--- src/rtl/cordic_pkg.sv ---
// Shared constants and types for the iterative CORDIC sine/cosine unit.
//   ITER_DEF : default number of CORDIC iterations
//   K_INIT   : 1/gain for 16 iterations, Q2.30, preloaded into x
//   ATAN     : atan(2^-i) table, Q2.30 radians
//   state_t  : sequencer states
//   FN_*     : function codes selected by the custom-instruction n field
package cordic_pkg;

    localparam int ITER_DEF = 16;

    localparam logic [31:0] K_INIT = 32'h26DD3B6A;

    localparam logic [31:0] ATAN [0:15] = '{
        32'h3243F6A9, 32'h1DAC6705, 32'h0FADBAFD, 32'h07F56EA7,
        32'h03FEAB77, 32'h01FFD55C, 32'h00FFFAAB, 32'h007FFF55,
        32'h003FFFEB, 32'h001FFFFD, 32'h00100000, 32'h00080000,
        32'h00040000, 32'h00020000, 32'h00010000, 32'h00008000
    };

    typedef enum logic [1:0] {
        IDLE = 2'd0,
        RUN  = 2'd1,
        DONE = 2'd2
    } state_t;

    localparam logic [1:0] FN_COS = 2'd0;
    localparam logic [1:0] FN_SIN = 2'd1;
    localparam logic [1:0] FN_RES = 2'd2;

    // Beyond the stored table atan(2^-i) equals 2^-i to well below one LSB,
    // so larger iteration counts fall back to a plain power of two.
    function automatic logic [31:0] atan_lut(input int unsigned i);
        if (i < 16)
            return ATAN[i[3:0]];
        else if (i <= 30)
            return 32'd1 << (30 - i);
        else
            return '0;
    endfunction

endpackage

--- src/rtl/cordic_stage.sv ---
// One CORDIC rotation-mode iteration, purely combinational.
//   x, y, z          : current vector and residual angle (signed Q2.30)
//   shift            : iteration index i, used as the arithmetic shift amount
//   atan_i           : atan(2^-i) for this iteration
//   x_next/y_next/z_next : values after the micro-rotation
module cordic_stage #(
    parameter int W  = 32,
    parameter int SW = 5
) (
    input  logic signed [W-1:0]  x,
    input  logic signed [W-1:0]  y,
    input  logic signed [W-1:0]  z,
    input  logic        [SW-1:0] shift,
    input  logic signed [W-1:0]  atan_i,
    output logic signed [W-1:0]  x_next,
    output logic signed [W-1:0]  y_next,
    output logic signed [W-1:0]  z_next
);

    logic signed [W-1:0] x_sh;
    logic signed [W-1:0] y_sh;

    // Both shifts read the pre-iteration x and y so the rotation is exact.
    assign x_sh = x >>> shift;
    assign y_sh = y >>> shift;

    // Rotate toward z = 0: a negative residual means we overshot.
    always_comb begin
        if (z[W-1]) begin
            x_next = x + y_sh;
            y_next = y - x_sh;
            z_next = z + atan_i;
        end else begin
            x_next = x - y_sh;
            y_next = y + x_sh;
            z_next = z - atan_i;
        end
    end

endmodule

--- src/rtl/cordic_seq.sv ---
// Iterative CORDIC sin/cos unit on a Nios II multicycle custom-instruction port.
// One shared cordic_stage is reused for ITER iterations.
//   clk, reset_n : clock, asynchronous active-low reset
//   clk_en       : clock enable; all state holds while low
//   start        : one-cycle request, dataa and n sampled with it
//   n            : 0=cos, 1=sin, 2=residual angle, 3=reserved (returns 0)
//   dataa        : input angle, signed Q2.30 radians
//   done         : high for the single enabled cycle the result is valid
//   busy         : high while iterating
//   result       : registered result, signed Q2.30
module cordic_seq
    import cordic_pkg::*;
#(
    parameter int ITER = ITER_DEF,
    parameter int W    = 32
) (
    input  logic                clk,
    input  logic                reset_n,
    input  logic                clk_en,
    input  logic                start,
    input  logic        [1:0]   n,
    input  logic signed [W-1:0] dataa,
    output logic                done,
    output logic                busy,
    output logic signed [W-1:0] result
);

    localparam int CW = $clog2(ITER + 1);

    state_t              state;
    state_t              state_next;
    logic [CW-1:0]       cnt;
    logic [1:0]          fn;
    logic signed [W-1:0] x;
    logic signed [W-1:0] y;
    logic signed [W-1:0] z;
    logic signed [W-1:0] x_n;
    logic signed [W-1:0] y_n;
    logic signed [W-1:0] z_n;
    logic signed [W-1:0] atan_i;
    logic                load;
    logic                last;

    function automatic logic signed [W-1:0] select_result(
        input logic [1:0]          f,
        input logic signed [W-1:0] xv,
        input logic signed [W-1:0] yv,
        input logic signed [W-1:0] zv
    );
        case (f)
            FN_COS:  return xv;
            FN_SIN:  return yv;
            FN_RES:  return zv;
            default: return '0;
        endcase
    endfunction

    assign atan_i = W'(atan_lut(32'(cnt)));
    assign last   = (cnt == CW'(ITER - 1));

    cordic_stage #(
        .W  (W),
        .SW (CW)
    ) u_stage (
        .x      (x),
        .y      (y),
        .z      (z),
        .shift  (cnt),
        .atan_i (atan_i),
        .x_next (x_n),
        .y_next (y_n),
        .z_next (z_n)
    );

    // done/busy decode straight from the state register, so they stay
    // glitch-free and hold naturally across clk_en-low cycles.
    always_comb begin
        state_next = state;
        load       = 1'b0;
        done       = 1'b0;
        busy       = 1'b0;
        case (state)
            IDLE: begin
                if (start) begin
                    load       = 1'b1;
                    state_next = RUN;
                end
            end
            RUN: begin
                busy = 1'b1;
                if (last)
                    state_next = DONE;
            end
            DONE: begin
                done = 1'b1;
                // Accepting here gives back-to-back operation with no bubble.
                if (start) begin
                    load       = 1'b1;
                    state_next = RUN;
                end else begin
                    state_next = IDLE;
                end
            end
            default: state_next = IDLE;
        endcase
    end

    always_ff @(posedge clk or negedge reset_n) begin
        if (!reset_n) begin
            state  <= IDLE;
            cnt    <= '0;
            fn     <= FN_COS;
            x      <= '0;
            y      <= '0;
            z      <= '0;
            result <= '0;
        end else if (clk_en) begin
            state <= state_next;
            if (load) begin
                x   <= W'(K_INIT);
                y   <= '0;
                z   <= dataa;
                fn  <= n;
                cnt <= '0;
            end else if (state == RUN) begin
                x   <= x_n;
                y   <= y_n;
                z   <= z_n;
                cnt <= cnt + CW'(1);
                // Capture from the stage outputs so the final iteration is
                // included in the same edge that enters DONE.
                if (last)
                    result <= select_result(fn, x_n, y_n, z_n);
            end
        end
    end

endmodule

--- config.mk ---
export PLATFORM = sky130hd
export DESIGN_NAME = cordic_seq
export DESIGN_NICKNAME = d
export VERILOG_FILES = /design/src/rtl/cordic_pkg.sv /design/src/rtl/cordic_stage.sv /design/src/rtl/cordic_seq.sv
export SDC_FILE = /design/constraint.sdc
export NUM_CORES = 1
export LEC_CHECK = 0
export CORE_MARGIN = 5
export CORE_UTILIZATION = 60
export CTS_BUF_LIST = sky130_fd_sc_hd__clkbuf_8
export DETAILED_ROUTE_END_ITERATION = 16
export HOLD_SLACK_MARGIN = 0.12
export PLACE_DENSITY_LB_ADDON = 0.05
export SETUP_SLACK_MARGIN = 0.3
export SYNTH_ARGS = -nofsm -noshare
export SYNTH_HDL_FRONTEND = slang
export SYNTH_SLANG_ARGS = --single-unit
--- constraint.sdc ---
create_clock -name clk -period 11.5 [get_ports clk]
set_clock_uncertainty 0.05 [all_clocks]
set_input_delay 1.15 -clock clk [delete_from_list [all_inputs] [get_ports clk]]
set_output_delay 1.15 -clock clk [all_outputs]
set_load 0.01 [all_outputs]
==> results of run 1 <==
[per-stage QoR]
step / instances / worst slack (ns) / utilization / hold WS, ns
after floorplan: 2175 / 5.59 / - / 0.406
after global placement: 2515 / 3.68 / 0.630 / 0.415
after detailed placement: 2515 / 3.56 / 0.630 / 0.424
after CTS: 2547 / 3.48 / 0.644 / 0.448
after global routing: 2547 / 2.73 / 0.644 / 0.479
final: 2547 / 3.34 / 0.644 / 0.447
[state kept, by name, summed over array words and instances, names as in the netlist]
| name | count |
|---|---|
| y | 32 |
| x | 32 |
| cnt | 5 |
| fn | 2 |
| z | 32 |
| state | 2 |
| result | 32 |
[kinds of logic after synthesis]
family | synth area share
AO/OA/AOI/OAI | 0.258
XOR/XNOR | 0.0846
adder cells (fa/ha/maj) | 0.0778
buffers and inverters | 0.0515
flip-flops | 0.191
multiplexers | 0.157
AND/OR/NAND/NOR | 0.180
[critical path, stage by stage (launching register included)]
cell	delay, ns
sky130_fd_sc_hd__dfrtp_4	0.95
sky130_fd_sc_hd__buf_4	0.94
sky130_fd_sc_hd__mux4_2	0.62
sky130_fd_sc_hd__a32oi_1	0.15
sky130_fd_sc_hd__o21ai_1	0.09
sky130_fd_sc_hd__nor3_1	0.50
sky130_fd_sc_hd__ha_1	0.33
sky130_fd_sc_hd__nand2_1	0.12
sky130_fd_sc_hd__nor4_2	0.39
sky130_fd_sc_hd__and2b_1	0.23
sky130_fd_sc_hd__a21oi_1	0.09
sky130_fd_sc_hd__xor2_1	0.18
sky130_fd_sc_hd__nor2_1	0.11
sky130_fd_sc_hd__a21oi_1	0.07
sky130_fd_sc_hd__ha_1	0.40
sky130_fd_sc_hd__and4_1	0.28
sky130_fd_sc_hd__and3_1	0.25
sky130_fd_sc_hd__nand4_1	0.11
sky130_fd_sc_hd__o2111ai_1	0.26
sky130_fd_sc_hd__o211ai_1	0.24
sky130_fd_sc_hd__o41a_1	0.54
sky130_fd_sc_hd__a21oi_1	0.28
sky130_fd_sc_hd__xnor2_2	0.20
sky130_fd_sc_hd__xnor2_1	0.16
sky130_fd_sc_hd__nor2_1	0.06
sky130_fd_sc_hd__a311o_1	0.35
sky130_fd_sc_hd__o21ai_1	0.11
[Yosys cell counts, types with 14 or more instances]
cell,count
sky130_fd_sc_hd__nand2_1,221
sky130_fd_sc_hd__nor2_1,210
sky130_fd_sc_hd__a21oi_1,194
sky130_fd_sc_hd__dfrtp_1,137
sky130_fd_sc_hd__o21ai_0,123
sky130_fd_sc_hd__ha_1,107
sky130_fd_sc_hd__xnor2_1,107
sky130_fd_sc_hd__clkbuf_1,83
sky130_fd_sc_hd__mux2i_1,79
sky130_fd_sc_hd__mux4_2,71
sky130_fd_sc_hd__xor2_1,65
sky130_fd_sc_hd__a21o_1,57
sky130_fd_sc_hd__a31oi_1,54
sky130_fd_sc_hd__inv_1,46
sky130_fd_sc_hd__nand3_1,36
sky130_fd_sc_hd__nor2b_1,36
sky130_fd_sc_hd__a22o_1,33
sky130_fd_sc_hd__nor3_1,30
sky130_fd_sc_hd__buf_2,25
sky130_fd_sc_hd__o21a_1,25
sky130_fd_sc_hd__mux2_2,24
sky130_fd_sc_hd__nand2b_1,22
sky130_fd_sc_hd__and3_1,20
sky130_fd_sc_hd__and2_1,19
sky130_fd_sc_hd__a22oi_1,18
sky130_fd_sc_hd__o22a_1,18
sky130_fd_sc_hd__o22ai_1,18
sky130_fd_sc_hd__buf_1,15
sky130_fd_sc_hd__o211ai_1,15
sky130_fd_sc_hd__buf_6,14
[cell usage in the layout, fill, tap and decap left out, types with 46 or more instances in the layout]
| cell type | netlist | layout |
|---|---|---|
| sky130_fd_sc_hd__ha_1 | 107 | 107 |
| sky130_fd_sc_hd__dfrtp_1 | 137 | 131 |
| sky130_fd_sc_hd__nor2_1 | 210 | 210 |
| sky130_fd_sc_hd__a31oi_1 | 54 | 54 |
| sky130_fd_sc_hd__nand2_1 | 221 | 221 |
| sky130_fd_sc_hd__mux2i_1 | 79 | 79 |
| sky130_fd_sc_hd__xor2_1 | 65 | 65 |
| sky130_fd_sc_hd__xnor2_1 | 107 | 107 |
| sky130_fd_sc_hd__clkdlybuf4s50_1 | 0 | 70 |
| sky130_fd_sc_hd__mux4_2 | 71 | 71 |
| sky130_fd_sc_hd__a21oi_1 | 194 | 194 |
| sky130_fd_sc_hd__inv_1 | 46 | 46 |
| sky130_fd_sc_hd__a21o_1 | 57 | 57 |
| sky130_fd_sc_hd__o21ai_0 | 123 | 123 |
[metal layers]
layer	global-route usage	vias up	wire, µm
li1	-	8054	-
met1	0.547	8704	26800
met3	0.0881	259	7930
met4	0.245	0	5300
met5	0	-	0
met2	0.617	1236	30100
[how the worst max path moves through the flow]
stage / startpoint / to / slack, ns / cells after the start
after floorplan: cnt[0]$_DFFE_PN0P_ / result[31]$_DFFE_PN0P_ / 5.59 / 28
final: cnt[0]$_DFFE_PN0P_ / result[31]$_DFFE_PN0P_ / 3.34 / 26
after global routing: cnt[0]$_DFFE_PN0P_ / result[31]$_DFFE_PN0P_ / 2.73 / 26
after global placement: cnt[0]$_DFFE_PN0P_ / result[31]$_DFFE_PN0P_ / 3.68 / 26
after CTS: cnt[0]$_DFFE_PN0P_ / result[31]$_DFFE_PN0P_ / 3.48 / 26
after detailed placement: cnt[0]$_DFFE_PN0P_ / result[31]$_DFFE_PN0P_ / 3.56 / 26
[cell type report]
class / instances / area (µm²)
clock buffer: 17 / 234
clock inverter: 15 / 196
fill: 2576 / 10600
inverter: 49 / 184
multi-input combinational: 1844 / 13700
sequential: 137 / 3440
tap: 390 / 488
timing repair buffer: 95 / 892
==> results.sh, run 1 <==
export IMPL_synthFlopType="sky130_fd_sc_hd__dfrtp_1"
export IMPL_period_share=0.710
export IMPL_core_area_um2=29600
export IMPL_drt_pre_antenna_iters=6
export IMPL_min_path_type="register to register"
export IMPL_clock_sinks=137
export IMPL_first_global_vias=17500
export IMPL_timing_worst_setup_path_type="register to register"
export IMPL_synth_async_reset_ratio=1.00
export IMPL_synth_largest_area_cell="sky130_fd_sc_hd__dfrtp_1"
export IMPL_cts_repair_resized=0
export IMPL_synth_seq_cells=137
export IMPL_crit_path_end_kind="register"
export IMPL_final_period_minus_worst_setup_slack_ns=8.16
export IMPL_yosys_cell_types_count=105
export IMPL_area_grow_syn2layout_pct=6.11
export IMPL_cts_root_buf="sky130_fd_sc_hd__clkbuf_8"
export IMPL_ff2ff_path_depth=26
export IMPL_grt_antenna_before_repair=0
export IMPL_worst_hold_startpoint="result[4]$_DFFE_PN0P_"
export IMPL_grt_total_usage=0.411
export IMPL_max_clock_freq_mhz=122
export IMPL_critPathRequiredTime_ns=11.90
export IMPL_drive_gt1_frac=0.0960
export IMPL_vias_per_cell=7.17
export IMPL_cap_viol_max_count=0
export IMPL_ys_seq_area_frac=0.191
export IMPL_fin_tns_setup_ns=0
export IMPL_netlist_area_um2=18000
export IMPL_synth_cells=2175
export IMPL_worst_hold_path_num_cells=2
export IMPL_die_width_um=183
export IMPL_final_max_slew_violation_count=0
export IMPL_ant_nets=0
export IMPL_critical_path_max_fanout=74
export IMPL_hold_path_endpoint="result[4]$_DFFE_PN0P_"
export IMPL_worstReg2RegEnd="result[31]$_DFFE_PN0P_"
export IMPL_mappedNetlistNets=2323
export IMPL_floorplan_io_pins=72
export IMPL_syn_mean_instance_area_um2=8.27
export IMPL_initialDrtViolationCount=2391
export IMPL_finalHoldViolCount=0
export IMPL_grt_first_pass_wirelength_mm=106
export IMPL_synth_top_area_share=0.191
export IMPL_critPathArrivalTime_ns=8.56
export IMPL_vias=18300
export IMPL_final_std_cell_area_no_fill_um2=19100
export IMPL_floorplan_initialDensity=0.607
export IMPL_worst_pin_slew_ns=1.23
export IMPL_count_of_flip_flops_with_a_built_in_enable_after_synthesis=0
export IMPL_io_buffer_count=71
export IMPL_grt_start_max_net_pins=89
export IMPL_die_area_um2=33500
export IMPL_timing_max_slew_rel_slack=0.179
export IMPL_cts_setup_buffers=0
export IMPL_rsz_0062_raised_after_global_routing="false"
export IMPL_tritoncts="built"
export IMPL_layout_nets=2292
export IMPL_clkLatencyLatePin_ns=0.53
export IMPL_place_congestion=1.10
export IMPL_die_height_um=183
export IMPL_drc=0
export IMPL_ys_warn_count=0
export IMPL_post_dp_hpwl_mm=53.0
export IMPL_cp_start_kind="register"
export IMPL_placed_cell_area_um2=18700
export IMPL_antenna_diode_count=0
export IMPL_drt_wl_total_mm=70.2
export IMPL_r2r_start="cnt[0]$_DFFE_PN0P_"
export IMPL_setup_viol_count_final=0
export IMPL_setup_reg_to_reg_worst_slack_ns=3.34
export IMPL_grt_overflow_total=0
export IMPL_cts_buffers=17
export IMPL_worst_setup_hold_path_clk_slew_ns=0.12
export IMPL_routedWlPerCell_um=27.6
export IMPL_postCtsHoldBufs=0
export IMPL_outcome="finished, final reports clean"
export IMPL_synthTopCellsByArea="sky130_fd_sc_hd__dfrtp_1 (19%), sky130_fd_sc_hd__mux4_2 (8.9%), sky130_fd_sc_hd__ha_1 (7.4%), sky130_fd_sc_hd__a21oi_1 (5.4%), sky130_fd_sc_hd__xnor2_1 (5.2%)"
export IMPL_cts_root_to_sink_buffers=2
export IMPL_h_tree_depth=4
export IMPL_rows=63
Power of run 1 is left out: the tool's default activity adds up to more than one toggle a clock period on the data nets, which glitch-free logic cannot reach.
==> run 2: changes to the inputs <==
clock period = 7.6 ns   (was 11.5 ns; I/O delays follow)
==> run 2 against run 1 <==
  * Final cell count up 1.0%
  * Register-to-register slack worse by 2.8 ns
  * Critical path depth down 5
  * Core utilization up 1.2 points
  * Cell area up 1.9%
  * Maximum frequency up 16%
  * Worst setup slack worse by 2.8 ns
  * First-iteration DRC count up 18%
  * Sequential share of layout area down 0.33 points
  * Clock-buffer cell count up 1
  * Die area unchanged
  * Critical path type unchanged
  * Highest routed layer unchanged
==> results.sh, run 2 (same netlist as run 1, synthesis figures left out) <==
export IMPL_final_max_slew_violation_count=0
export IMPL_finalHoldViolCount=0
export IMPL_grt_antenna_before_repair=1
export IMPL_die_area_um2=33500
export IMPL_place_congestion=1.05
export IMPL_critPathRequiredTime_ns=7.94
export IMPL_die_height_um=183
export IMPL_cts_root_buf="sky130_fd_sc_hd__clkbuf_8"
export IMPL_final_cell_mix="sky130_fd_sc_hd__nand2_1 (221), sky130_fd_sc_hd__nor2_1 (209), sky130_fd_sc_hd__a21oi_1 (194)"
export IMPL_drt_pre_antenna_iters=9
export IMPL_clock_sinks=137
export IMPL_grt_start_max_net_pins=72
export IMPL_die_width_um=183
export IMPL_vias_per_cell=7.25
export IMPL_worst_pin_slew_ns=1.35
export IMPL_rows=63
export IMPL_grt_first_pass_wirelength_mm=110
export IMPL_grt_overflow_total=0
export IMPL_worst_setup_hold_path_clk_slew_ns=0.08
export IMPL_first_global_vias=17400
export IMPL_final_period_minus_worst_setup_slack_ns=7.03
export IMPL_cts_root_to_sink_buffers=2
export IMPL_min_path_type="input port to async pin"
export IMPL_initialDrtViolationCount=2811
export IMPL_crit_path_end_kind="register"
export IMPL_layout_nets=2317
export IMPL_clkLatencyLatePin_ns=0.50
export IMPL_tritoncts="built"
export IMPL_placed_cell_area_um2=18900
export IMPL_timing_worst_setup_path_type="register to register"
export IMPL_setup_viol_count_final=0
export IMPL_post_dp_hpwl_mm=55.2
export IMPL_critPathArrivalTime_ns=7.37
export IMPL_cp_start_kind="register"
export IMPL_floorplan_io_pins=72
export IMPL_vias=18700
export IMPL_routedWlPerCell_um=28.1
export IMPL_max_clock_freq_mhz=142
export IMPL_final_std_cell_area_no_fill_um2=19400
export IMPL_floorplan_initialDensity=0.607
export IMPL_ant_nets=0
export IMPL_drive_gt1_frac=0.107
export IMPL_layout_commonest_cell="sky130_fd_sc_hd__nand2_1"
export IMPL_timing_max_slew_rel_slack=0.0950
export IMPL_drc=0
export IMPL_fin_tns_setup_ns=0
export IMPL_period_share=0.926
export IMPL_rsz_0062_raised_after_global_routing="true"
export IMPL_cap_viol_max_count=0
export IMPL_cts_buffers=17
export IMPL_grt_total_usage=0.425
export IMPL_critical_path_max_fanout=26
export IMPL_h_tree_depth=4
export IMPL_area_grow_syn2layout_pct=8.10
export IMPL_drt_wl_total_mm=72.4
export IMPL_outcome="finished, final reports clean"
export IMPL_worst_hold_slack_ns=0.230
export IMPL_core_area_um2=29600
export IMPL_io_buffer_count=71
==> run 2: cell type report <==
cell class,instances,area (µm²)
Antenna cell,1,2.50
Clock buffer,18,248
Clock inverter,14,230
Fill cell,2545,10200
Inverter,49,184
Multi-Input combinational cell,1844,13700
Sequential cell,137,3440
Tap cell,390,488
Timing Repair Buffer,120,1170
==> run 2: timing repair <==
action | in CTS | in global routing
setup endpoints to repair | 0 | 18
buffers inserted | 0 | 2
hold buffers | 0 | 0
gates resized for setup | 0 | 8
==> run 2: routing by layer <==
layer	wire (µm)	global-route usage
met1	27300	0.566
met2	31200	0.644
met3	8460	0.0930
met4	5380	0.237
met5	0	0
==> run 2: worst paths after layout <==
kind,from,to,slack [ns],depth (start not counted)
min in group clk,result[23]$_DFFE_PN0P_,result[23]$_DFFE_PN0P_,0.44,2
hold / removal,reset_n,y[17]$_DFFE_PN0P_,0.23,1
setup reg to reg,cnt[0]$_DFFE_PN0P_,result[24]$_DFFE_PN0P_,0.57,21
max in group asynchronous,reset_n,cnt[1]$_DFFE_PN0P_,5.70,2
hold reg to reg,result[23]$_DFFE_PN0P_,result[23]$_DFFE_PN0P_,0.44,2
setup / recovery,cnt[0]$_DFFE_PN0P_,result[24]$_DFFE_PN0P_,0.57,21
==> run 2: critical path, stage by stage, from the launching register on <==
cell	delay (ns)
sky130_fd_sc_hd__dfrtp_4	0.64
sky130_fd_sc_hd__buf_12	0.27
sky130_fd_sc_hd__buf_12	0.23
sky130_fd_sc_hd__mux4_2	0.54
sky130_fd_sc_hd__mux2i_1	0.24
sky130_fd_sc_hd__o21ai_0	0.14
sky130_fd_sc_hd__a211oi_2	0.34
sky130_fd_sc_hd__o211a_1	0.31
sky130_fd_sc_hd__nor2b_1	0.29
sky130_fd_sc_hd__nor2_1	0.08
sky130_fd_sc_hd__xor2_1	0.32
sky130_fd_sc_hd__ha_1	0.35
sky130_fd_sc_hd__a2111oi_0	0.60
sky130_fd_sc_hd__a211oi_1	0.20
sky130_fd_sc_hd__a211o_1	0.34
sky130_fd_sc_hd__a2111oi_1	0.50
sky130_fd_sc_hd__o41ai_1	0.22
sky130_fd_sc_hd__and2_1	0.23
sky130_fd_sc_hd__nor4_1	0.30
sky130_fd_sc_hd__nor3_1	0.16
sky130_fd_sc_hd__xor2_1	0.19
sky130_fd_sc_hd__a221o_1	0.34
==> run 2: stage by stage <==
step                cells  utilization  setup WS [ns]
CTS                  2570        0.653          0.403
floorplan            2175            -           1.69
global placement     2538        0.637          0.648
global route         2572        0.656          0.278
finish               2573        0.656          0.565
detailed placement   2538        0.637          0.551
Power of run 2 is left out for the same reason.
